`src/rtl/muldiv_pkg.sv`:
```
// Shared definitions for the HI/LO multiply/divide unit: op codes,
// controller states, iteration count and the sign fix-up record.
package muldiv_pkg;

    localparam int MULDIV_ITER = 32;

    typedef enum logic [2:0] {
        OP_MULT  = 3'd0,
        OP_MULTU = 3'd1,
        OP_DIV   = 3'd2,
        OP_DIVU  = 3'd3,
        OP_MTHI  = 3'd4,
        OP_MTLO  = 3'd5
    } op_e;

    typedef enum logic [1:0] {
        IDLE = 2'd0,
        RUN  = 2'd1,
        FIX  = 2'd2
    } state_e;

    // What the FIX step must do to the unsigned magnitude result.
    typedef struct packed {
        logic is_div;   // result layout: quotient/remainder vs 64-bit product
        logic neg_lo;   // negate product (mul) or quotient (div)
        logic neg_hi;   // negate remainder (div only)
    } fix_t;

endpackage

```
`src/rtl/muldiv_seq_core.sv`:
```
// Iterative datapath: radix-2 shift-add multiply and restoring
// shift-subtract divide over a shared 64-bit accumulator, plus the
// step counter. Operands are unsigned magnitudes; sign handling lives
// in the parent.
module muldiv_seq_core
    import muldiv_pkg::*;
#(
    parameter int ITER = MULDIV_ITER
) (
    input  logic        clk,
    input  logic        rst_n,
    input  logic        load,
    input  logic        step,
    input  logic        div_in,
    input  logic [31:0] op_a,
    input  logic [31:0] op_b,
    output logic [63:0] acc,
    output logic        last
);

    localparam int CW = $clog2(ITER);

    logic [CW-1:0] cnt;
    logic [31:0]   opb;
    logic          div_mode;
    logic [63:0]   acc_nxt;

    // Multiply: add multiplicand into the upper half when the current
    // multiplier bit (acc[0]) is set, then shift the whole thing right.
    logic [32:0] mul_sum;
    logic [63:0] mul_nxt;
    // Divide: {rem, dividend} shifts left one bit; subtract the divisor
    // when it fits and shift a quotient bit into the bottom.
    logic [32:0] div_sh;
    logic [31:0] div_rem;
    logic [63:0] div_nxt;

    // One iteration of whichever algorithm is loaded
    always_comb begin
        mul_sum = {1'b0, acc[63:32]} + {1'b0, opb};
        mul_nxt = acc[0] ? {mul_sum, acc[31:1]} : {1'b0, acc[63:32], acc[31:1]};
        div_sh  = acc[63:31];
        div_rem = div_sh[31:0] - opb;  // true difference always fits 32 bits
        if (div_sh >= {1'b0, opb})
            div_nxt = {div_rem, acc[30:0], 1'b1};
        else
            div_nxt = {div_sh[31:0], acc[30:0], 1'b0};
        acc_nxt = div_mode ? div_nxt : mul_nxt;
    end

    assign last = (cnt == '0);

    // Load operands on accept, then advance one step per RUN cycle
    always_ff @(posedge clk or negedge rst_n) begin
        if (!rst_n) begin
            acc      <= '0;
            opb      <= '0;
            cnt      <= '0;
            div_mode <= 1'b0;
        end else if (load) begin
            acc      <= {32'd0, op_a};
            opb      <= op_b;
            cnt      <= CW'(ITER - 1);
            div_mode <= div_in;
        end else if (step) begin
            acc <= acc_nxt;
            cnt <= cnt - 1'b1;
        end
    end

endmodule

```
`src/rtl/muldiv_hilo.sv`:
```
// MIPS multiply/divide unit with the HI/LO register pair. Owns the
// accept logic, IDLE/RUN/FIX controller, sign fix-up and HI/LO.
// Optional build macro: MULDIV_FAST_MULT_EN -- single-cycle MULT/MULTU;
// division stays iterative either way.
module muldiv_hilo
    import muldiv_pkg::*;
#(
    parameter int ITER = MULDIV_ITER
) (
    input  logic        clk,
    input  logic        rst_n,
    input  logic        start,
    input  logic [2:0]  op,
    input  logic [31:0] rs_data,
    input  logic [31:0] rt_data,
    output logic        busy,
    output logic        done,
    output logic        div_zero,
    output logic [31:0] hi,
    output logic [31:0] lo
);

    state_e      state;
    fix_t        fix;
    logic        accept, is_mul, is_div, is_sgn, rt_zero, iter_go;
    logic [31:0] a_mag, b_mag;
    logic [63:0] core_acc, mul_res;
    logic [31:0] q_res, r_res;
    logic        core_last;

    assign busy    = (state != IDLE);
    assign accept  = start && (state == IDLE);
    assign is_mul  = (op == OP_MULT) || (op == OP_MULTU);
    assign is_div  = (op == OP_DIV)  || (op == OP_DIVU);
    assign is_sgn  = (op == OP_MULT) || (op == OP_DIV);
    assign rt_zero = (rt_data == 32'd0);
    // -0x80000000 wraps to itself, which is the correct unsigned magnitude
    assign a_mag   = (is_sgn && rs_data[31]) ? -rs_data : rs_data;
    assign b_mag   = (is_sgn && rt_data[31]) ? -rt_data : rt_data;

`ifdef MULDIV_FAST_MULT_EN
    logic [63:0] fast_prod;
    // Low 64 bits of the sign-extended product equal the signed product
    assign fast_prod = {{32{is_sgn & rs_data[31]}}, rs_data} *
                       {{32{is_sgn & rt_data[31]}}, rt_data};
    assign iter_go   = accept && is_div && !rt_zero;
`else
    assign iter_go   = accept && (is_mul || (is_div && !rt_zero));
`endif

    muldiv_seq_core #(.ITER(ITER)) u_core (
        .clk    (clk),
        .rst_n  (rst_n),
        .load   (iter_go),
        .step   (state == RUN),
        .div_in (is_div),
        .op_a   (a_mag),
        .op_b   (b_mag),
        .acc    (core_acc),
        .last   (core_last)
    );

    assign mul_res = fix.neg_lo ? -core_acc : core_acc;
    assign q_res   = fix.neg_lo ? -core_acc[31:0]  : core_acc[31:0];
    assign r_res   = fix.neg_hi ? -core_acc[63:32] : core_acc[63:32];

    // Controller: accept, iterate, sign fix-up and HI/LO writeback
    always_ff @(posedge clk or negedge rst_n) begin
        if (!rst_n) begin
            state    <= IDLE;
            fix      <= '0;
            hi       <= '0;
            lo       <= '0;
            done     <= 1'b0;
            div_zero <= 1'b0;
        end else begin
            done     <= 1'b0;
            div_zero <= 1'b0;
            unique case (state)
                IDLE: begin
                    if (accept) begin
                        if (op == OP_MTHI) begin
                            hi <= rs_data;
                        end else if (op == OP_MTLO) begin
                            lo <= rs_data;
                        end else if (is_div && rt_zero) begin
                            done     <= 1'b1;
                            div_zero <= 1'b1;
`ifdef MULDIV_FAST_MULT_EN
                        end else if (is_mul) begin
                            hi   <= fast_prod[63:32];
                            lo   <= fast_prod[31:0];
                            done <= 1'b1;
`endif
                        end else if (is_mul || is_div) begin
                            state      <= RUN;
                            fix.is_div <= is_div;
                            fix.neg_lo <= is_sgn && (rs_data[31] ^ rt_data[31]);
                            fix.neg_hi <= is_sgn && is_div && rs_data[31];
                        end
                    end
                end
                RUN: begin
                    if (core_last) state <= FIX;
                end
                FIX: begin
                    if (fix.is_div) begin
                        lo <= q_res;
                        hi <= r_res;
                    end else begin
                        hi <= mul_res[63:32];
                        lo <= mul_res[31:0];
                    end
                    done  <= 1'b1;
                    state <= IDLE;
                end
                default: state <= IDLE;
            endcase
        end
    end

endmodule

```
`config.mk`:
```
export PLATFORM = sky130hd
export DESIGN_NAME = muldiv_hilo
export DESIGN_NICKNAME = d
export VERILOG_FILES = /design/src/rtl/muldiv_pkg.sv /design/src/rtl/muldiv_seq_core.sv /design/src/rtl/muldiv_hilo.sv
export SDC_FILE = /design/constraint.sdc
export NUM_CORES = 1
export LEC_CHECK = 0
export ABC_AREA = 1
export CAP_MARGIN = 0
export CORE_UTILIZATION = 50
export DETAILED_ROUTE_END_ITERATION = 12
export GPL_TIMING_DRIVEN = 1
export PLACE_DENSITY = 0.7
export SYNTH_ARGS = -nofsm -noshare
export SYNTH_HDL_FRONTEND = slang
export SYNTH_SLANG_ARGS = --single-unit
```
`constraint.sdc`:
```
create_clock -name clk -period 3.45 [get_ports clk]
set_input_delay 1.035 -clock clk [delete_from_list [all_inputs] [get_ports clk]]
set_output_delay 1.035 -clock clk [all_outputs]
set_load 0.05 [all_outputs]
```
==> results.sh, run 1 <==
export IMPL_drc=0
export IMPL_maxSlewHeadroom=0.260
export IMPL_io_buffers=136
export IMPL_cp_arrival_ps=3330
export IMPL_cts_clk_slew_worst_paths_ps=70
export IMPL_synth_area_um2=17600
export IMPL_fin_setup_tns_ps=0
export IMPL_via_per_inst=5.90
export IMPL_final_nets=3284
export IMPL_wl_per_cell_um=21.0
export IMPL_die_area_um2=36000
export IMPL_hold_viol_final=0
export IMPL_pin_count=137
export IMPL_grt_max_degree=89
export IMPL_fillerInstances=3512
export IMPL_critical_path_cell_count=16
export IMPL_ys_seq_area_frac=0.246
export IMPL_dp_final_hpwl_um=61100
export IMPL_synth_simple_area_share=0.415
export IMPL_drt_first_iter_violations=2938
export IMPL_startpoint_type="input port"
export IMPL_wirelength_um=75900
export IMPL_syn_to_final_growth_pct=15.0
export IMPL_path_max_fanout=22
export IMPL_synth_top_area_share=0.246
export IMPL_cap_violations=0
export IMPL_cpPeakStageDelay_ps=390
export IMPL_yosys_top_cells_count="nand2_1 (899), nor2_1 (403), inv_1 (396), nand3_1 (285), a21oi_1 (186)"
export IMPL_finalClockSkew_ps=16.1
export IMPL_synth_nets=3155
export IMPL_worstSkewPairLatency_ps=460
export IMPL_grt_usage=0.426
export IMPL_synth_xor_area_frac=0.0318
export IMPL_synth_cell_types=51
export IMPL_synth_async_reset_ratio=1.00
export IMPL_hold_class="register to register"
export IMPL_synth_top_family_by_area="simple AND/OR/NAND/NOR gates"
export IMPL_status="complete, no violations"
export IMPL_grt_pass1_vias=19700
export IMPL_antenna_found_initial=0
export IMPL_muxShareOfSynthArea=0
export IMPL_p_leak_nw=10.0
export IMPL_diodes=0
export IMPL_die_w_um=190
export IMPL_rr_endpoint="u_core.acc[36]"
export IMPL_finalSetupViolCount=0
export IMPL_setup_worst_path_start="rt_data[0]"
export IMPL_drive_above_1_share=0.0520
export IMPL_ys_warnings_count=0
export IMPL_ys_seq_elements=173
export IMPL_synth_edf_count=0
export IMPL_ctsResizeCount=0
export IMPL_die_y_um=190
export IMPL_synth_area_leader_cell="dfrtp_1"
export IMPL_required_ps=3840
export IMPL_critPathTopFamily="buffers and inverters"
export IMPL_crit_path_end_kind="register"
export IMPL_cp_cell_sequence="clkdlybuf4s50_1 > inv_1 > ha_1 > inv_1 > nor3_4 > inv_2 > nor2_1 > nand2_1 > o21ai_1 > nand2_1 > nand2_2 > buf_4 > nand2_1 > o21ai_0 > o21ai_0 > inv_1"
export IMPL_r2r_start="u_core.opb[16]"
export IMPL_synth_top_cells_by_area="dfrtp_1 (25%), nand2_1 (19%), nor2_1 (8.6%)"
export IMPL_synthAdderAreaFrac=0.0520
export IMPL_p_per_area_nw_per_um2=1220
export IMPL_yosysMostFrequentCell="nand2_1"
export IMPL_numCtsBuffers=17
export IMPL_worst_setup_path_type="input port to register"
export IMPL_dpl_cell_area_um2=19700
export IMPL_critPathBufInv=6
export IMPL_slew_viol_final=0
export IMPL_tightest_slew_ps=1110
export IMPL_cts_hold_fix_buffers=0
export IMPL_grt_pass1_wl_um=117000
export IMPL_grt_ovfl_total=0
export IMPL_design_area_um2=20300
export IMPL_rrSetupSlack_ps=550
export IMPL_reg2reg_depth=16
export IMPL_synth_area_per_cell_um2=5.84
export IMPL_cts_root_buffer_cell="clkbuf_16"
export IMPL_rsz0062_at_grt="no"
export IMPL_gp_congestion=1.03
export IMPL_cts_tree="built"
export IMPL_routed_via_count=21300
export IMPL_synth_compound_area_frac=0.142
export IMPL_ir_drop_mv=0.799
export IMPL_clock_sinks=173
export IMPL_start_util=0.509
export IMPL_period_share=0.852
export IMPL_cp_slowest_cell="clkdlybuf4s50_1"
export IMPL_crit_path_end="u_core.acc[17]"
export IMPL_drtAntennaViolNets=0
export IMPL_fmax_ghz=0.340
export IMPL_cts_buffer_depth=2
export IMPL_fin_crit_ps=2940
export IMPL_cts_setup_buffers=0
export IMPL_h_tree_depth=4
export IMPL_core_region_area_um2=34600
export IMPL_syn_inst=3013
export IMPL_ys_flop_type="dfrtp_1"
export IMPL_dr_pass1_iters=8
export IMPL_num_rows=68
power by group:
part	internal (mW)	switching, mW	total, mW
registers	3.06	1.19	4.25
clock network	1.09	0.998	2.09
logic	5.72	12.7	18.5
cells by family (layout without fill, tap and decap cells):
| kind of cell | count (synthesis) | after routing |
|---|---|---|
| flops | 173 | 173 |
| xor+xnor | 64 | 64 |
| compound gates | 465 | 465 |
| buf+inv | 504 | 646 |
| fa+ha+maj | 72 | 72 |
| simple gates | 1735 | 1735 |
cells in the final DEF (no fill, tap or decap), types with 5 or more instances in the layout:
cell type / instances
inv_2: 9
xnor2_1: 13
a31oi_1: 25
nor2_1: 402
o21ai_1: 24
a21oi_1: 186
clkdlybuf4s50_1: 135
o22ai_1: 11
or2_2: 11
inv_1: 396
nor2_2: 16
nand2_1: 899
nand3b_1: 15
nand3_1: 285
xor2_1: 51
nor3_1: 26
nand4_1: 49
nor4_1: 5
buf_4: 68
o211ai_1: 15
ha_1: 70
o21bai_1: 13
clkbuf_16: 17
nand2_2: 9
o21ai_0: 174
nor2_4: 6
dfrtp_1: 172
stage by stage:
stage          std cells  setup slack, ps  power, mW  utilization  hold WS [ps]
5_1_grt             3610              242       26.6        0.585           518
4_1_cts             3610              532       24.2        0.585           481
6_report            3610              511       24.8        0.585           481
2_1_floorplan       3013              872       16.1            -           465
3_3_place_gp        3578              212       21.8        0.568           469
3_5_place_dp        3578              104       22.0        0.568           463
layout make-up:
cell class / instances / area [um2] / area share
clock buffers: 19 / 433 / 0.0214
clock inverters: 13 / 154 / 0.00760
inverters: 406 / 1520 / 0.0753
multi-input cells: 2336 / 11300 / 0.557
flip-flops and latches: 173 / 4330 / 0.214
well taps: 455 / 569 / 0.0281
repair buffers: 208 / 1950 / 0.0964
layer usage:
| metal | GRT usage | vias up | routed length, um |
|---|---|---|---|
| met5 | 0 | - | 0 |
| met4 | 0.161 | 0 | 3100 |
| met3 | 0.113 | 191 | 9850 |
| met2 | 0.611 | 1378 | 31100 |
| met1 | 0.606 | 9798 | 31900 |
| li1 | - | 9941 | - |
registers in the layout (all words and copies together) (netlist names):
| register | cells |
|---|---|
| lo | 32 |
| state | 2 |
| div_zero | 1 |
| fix | 3 |
| u_core.cnt | 5 |
| u_core.opb | 32 |
| done | 1 |
| u_core.acc | 64 |
| hi | 32 |
| u_core.div_mode | 1 |
worst register-to-register path, stage by stage, from the launching register on:
cell and delay [ps]:
dfrtp_1 500, inv_1 120, ha_1 420, nand2_1 150
nor2_2 200, inv_1 80, o21bai_1 200, inv_1 70
nand2_2 110, nand2_4 120, nand2_8 210, buf_4 240
nand2_1 70, o21ai_1 80, nand2_1 70, nand3_1 110
nand2_1 50
worst min-delay path by stage:
stage	startpoint	end	slack, ps	cells after the start
after floorplan	u_core.cnt[0]	u_core.cnt[0]	470	2
after global placement	lo[10]	lo[10]	470	2
after detailed placement	lo[0]	lo[0]	460	2
after CTS	lo[0]	lo[0]	480	2
after global routing	lo[19]	lo[19]	520	2
final	lo[0]	lo[0]	480	2
(Power assumes the default switching activity.)
==> run 2: changes to the inputs <==
--- a/config.mk
+++ b/config.mk
@@ -7,10 +7,9 @@
 export LEC_CHECK = 0
 export ABC_AREA = 1
 export CAP_MARGIN = 0
-export CORE_UTILIZATION = 50
+export CORE_UTILIZATION = 40
 export DETAILED_ROUTE_END_ITERATION = 12
 export GPL_TIMING_DRIVEN = 1
-export PLACE_DENSITY = 0.7
 export SYNTH_ARGS = -nofsm -noshare
 export SYNTH_HDL_FRONTEND = slang
 export SYNTH_SLANG_ARGS = --single-unit
==> run 2 against run 1 <==
Net effect: worst hold slack worse by 12 ps; first-iteration DRC count is 16% lower; critical path depth down 1; largest cell class unchanged; largest power group unchanged; highest routed layer is now met5.
==> results.sh, run 2 (synthesis gave the netlist of run 1 again) <==
export IMPL_dr_pass1_iters=6
export IMPL_pin_count=137
export IMPL_rsz0062_at_grt="no"
export IMPL_grt_max_degree=89
export IMPL_fmax_ghz=0.325
export IMPL_clock_sinks=173
export IMPL_cts_hold_fix_buffers=0
export IMPL_ctsResizeCount=0
export IMPL_wl_met3_um=9170
export IMPL_reg2reg_depth=15
export IMPL_mostFrequentLayoutCells="nand2_1 (899), nor2_1 (401), inv_1 (396), nand3_1 (285), a21oi_1 (186)"
export IMPL_wl_met2_um=32300
export IMPL_ir_drop_mv=0.511
export IMPL_grt_pass1_vias=19000
export IMPL_drive_above_1_share=0.0609
export IMPL_min_delay_start="lo[0]"
export IMPL_power_mw=25.2
export IMPL_grt_pass1_wl_um=121000
export IMPL_period_share=0.892
export IMPL_cp_arrival_ps=3500
export IMPL_drc=0
export IMPL_cap_violations=0
export IMPL_cts_tree="built"
export IMPL_finalSetupViolCount=0
export IMPL_drtAntennaViolNets=0
export IMPL_tightest_slew_ps=950
export IMPL_syn_to_final_growth_pct=17.3
export IMPL_status="complete, no violations"
export IMPL_cpPeakStageDelay_ps=480
export IMPL_setup_worst_path_start="u_core.opb[4]"
export IMPL_dp_cells=3736
export IMPL_routed_via_count=21000
export IMPL_worst_setup_path_type="register to register"
export IMPL_cts_buffer_depth=2
export IMPL_final_nets=3312
export IMPL_fin_setup_tns_ps=0
export IMPL_top_register="u_core.acc"
export IMPL_fin_crit_ps=3080
export IMPL_path_max_fanout=25
export IMPL_core_region_area_um2=43300
export IMPL_required_ps=3870
export IMPL_gp_congestion=1.04
export IMPL_top_layer_used="met5"
export IMPL_cp_slowest_cell="dfrtp_1"
export IMPL_start_util=0.407
export IMPL_cp_cell_sequence="inv_1 > ha_1 > nand2_1 > nor2_1 > nand3_1 > nor2_1 > nand2_1 > nand2_2 > nor2_4 > nand2_8 > buf_4 > nand3_1 > nand3_1 > nand2_1 > nand2_1"
export IMPL_mostFrequentLayoutCell="nand2_1"
export IMPL_holdPathEnd="lo[0]"
export IMPL_grt_ovfl_total=0
export IMPL_antenna_found_initial=1
export IMPL_startpoint_type="register"
export IMPL_p_leak_nw=10.2
export IMPL_slew_viol_final=0
export IMPL_largest_reg_flops=64
export IMPL_via_per_inst=5.58
export IMPL_wl_per_cell_um=21.8
export IMPL_fillerInstances=4763
export IMPL_die_area_um2=44900
export IMPL_met1_length_um=38600
export IMPL_die_w_um=212
export IMPL_dp_final_hpwl_um=67800
export IMPL_maxSlewHeadroom=0.367
export IMPL_p_per_area_nw_per_um2=1220
export IMPL_final_cells=3768
export IMPL_finalClockSkew_ps=17.7
export IMPL_rr_endpoint="u_core.acc[51]"
export IMPL_diodes=0
export IMPL_hold_viol_final=0
export IMPL_num_rows=76
export IMPL_cts_root_buffer_cell="clkbuf_16"
export IMPL_cts_clk_slew_worst_paths_ps=70
export IMPL_cpMostUsedCell="nand2_1"
export IMPL_numCtsBuffers=17
export IMPL_cts_setup_buffers=0
export IMPL_h_tree_depth=4
export IMPL_grt_usage=0.366
export IMPL_r2r_start="u_core.opb[4]"
export IMPL_crit_path_end_kind="register"
export IMPL_drt_first_iter_violations=2454
export IMPL_worstSkewPairLatency_ps=490
export IMPL_die_y_um=212
export IMPL_wirelength_um=82000
export IMPL_hold_depth=2
export IMPL_hold_class="register to register"
export IMPL_rrSetupSlack_ps=370
export IMPL_io_buffers=136
==> run 2: cell types whose count changed in the layout (fill, tap and decap cells not counted), moves of 2 or more <==
cell,change
buf_4,+26
buf_12,+2
clkinvlp_4,-2
inv_6,+2
==> run 2: worst max-delay path: cells and delay by family (launching register included) <==
family	cells	cell delay, ps
adder cells (fa/ha/maj)	1	390
flip-flops	1	480
AND/OR/NAND/NOR	12	1840
buffers and inverters	2	260
==> run 2: how the worst max path moves through the flow <==
stage,to,slack (ps)
after floorplan,u_core.acc[21],870
after global placement,u_core.opb[29],30
after detailed placement,u_core.opb[29],30
after CTS,u_core.acc[51],450
after global routing,u_core.opb[24],310
final,u_core.acc[51],370
==> run 2: power breakdown <==
| part | leakage [nW] | switching, mW | internal, mW |
|---|---|---|---|
| sequential | 2.04 | 1.15 | 3.06 |
| clock | 0.291 | 0.941 | 1.10 |
| combinational | 7.84 | 13.1 | 5.88 |
==> run 2: metal layers <==
metal | vias to the layer above | track usage
li1 | 10000 | -
met2 | 1051 | 0.501
met3 | 94 | 0.102
met1 | 9895 | 0.549
met5 | - | 0
met4 | 2 | 0.103
==> run 2: through the flow <==
step / instance area, um2 / hold WS [ps] / worst slack (ps) / utilization
2_1_floorplan: 17600 / 465 / 872 / -
3_3_place_gp: 20100 / 458 / 26.5 / 0.464
3_5_place_dp: 20100 / 459 / 31.8 / 0.464
4_1_cts: 20700 / 476 / 450 / 0.477
5_1_grt: 20700 / 499 / 307 / 0.477
6_report: 20700 / 469 / 372 / 0.477
==> run 2: layout make-up <==
type                       instances  area, um2  share of cell area
clock inverter                    13        150             0.00727
timing repair buffer             236       2190               0.106
clock buffer                      19        443              0.0214
inverter                         406       1520              0.0738
multi-input combinational       2336      11300               0.547
sequential                       173       4330               0.210
tap                              585        732              0.0354
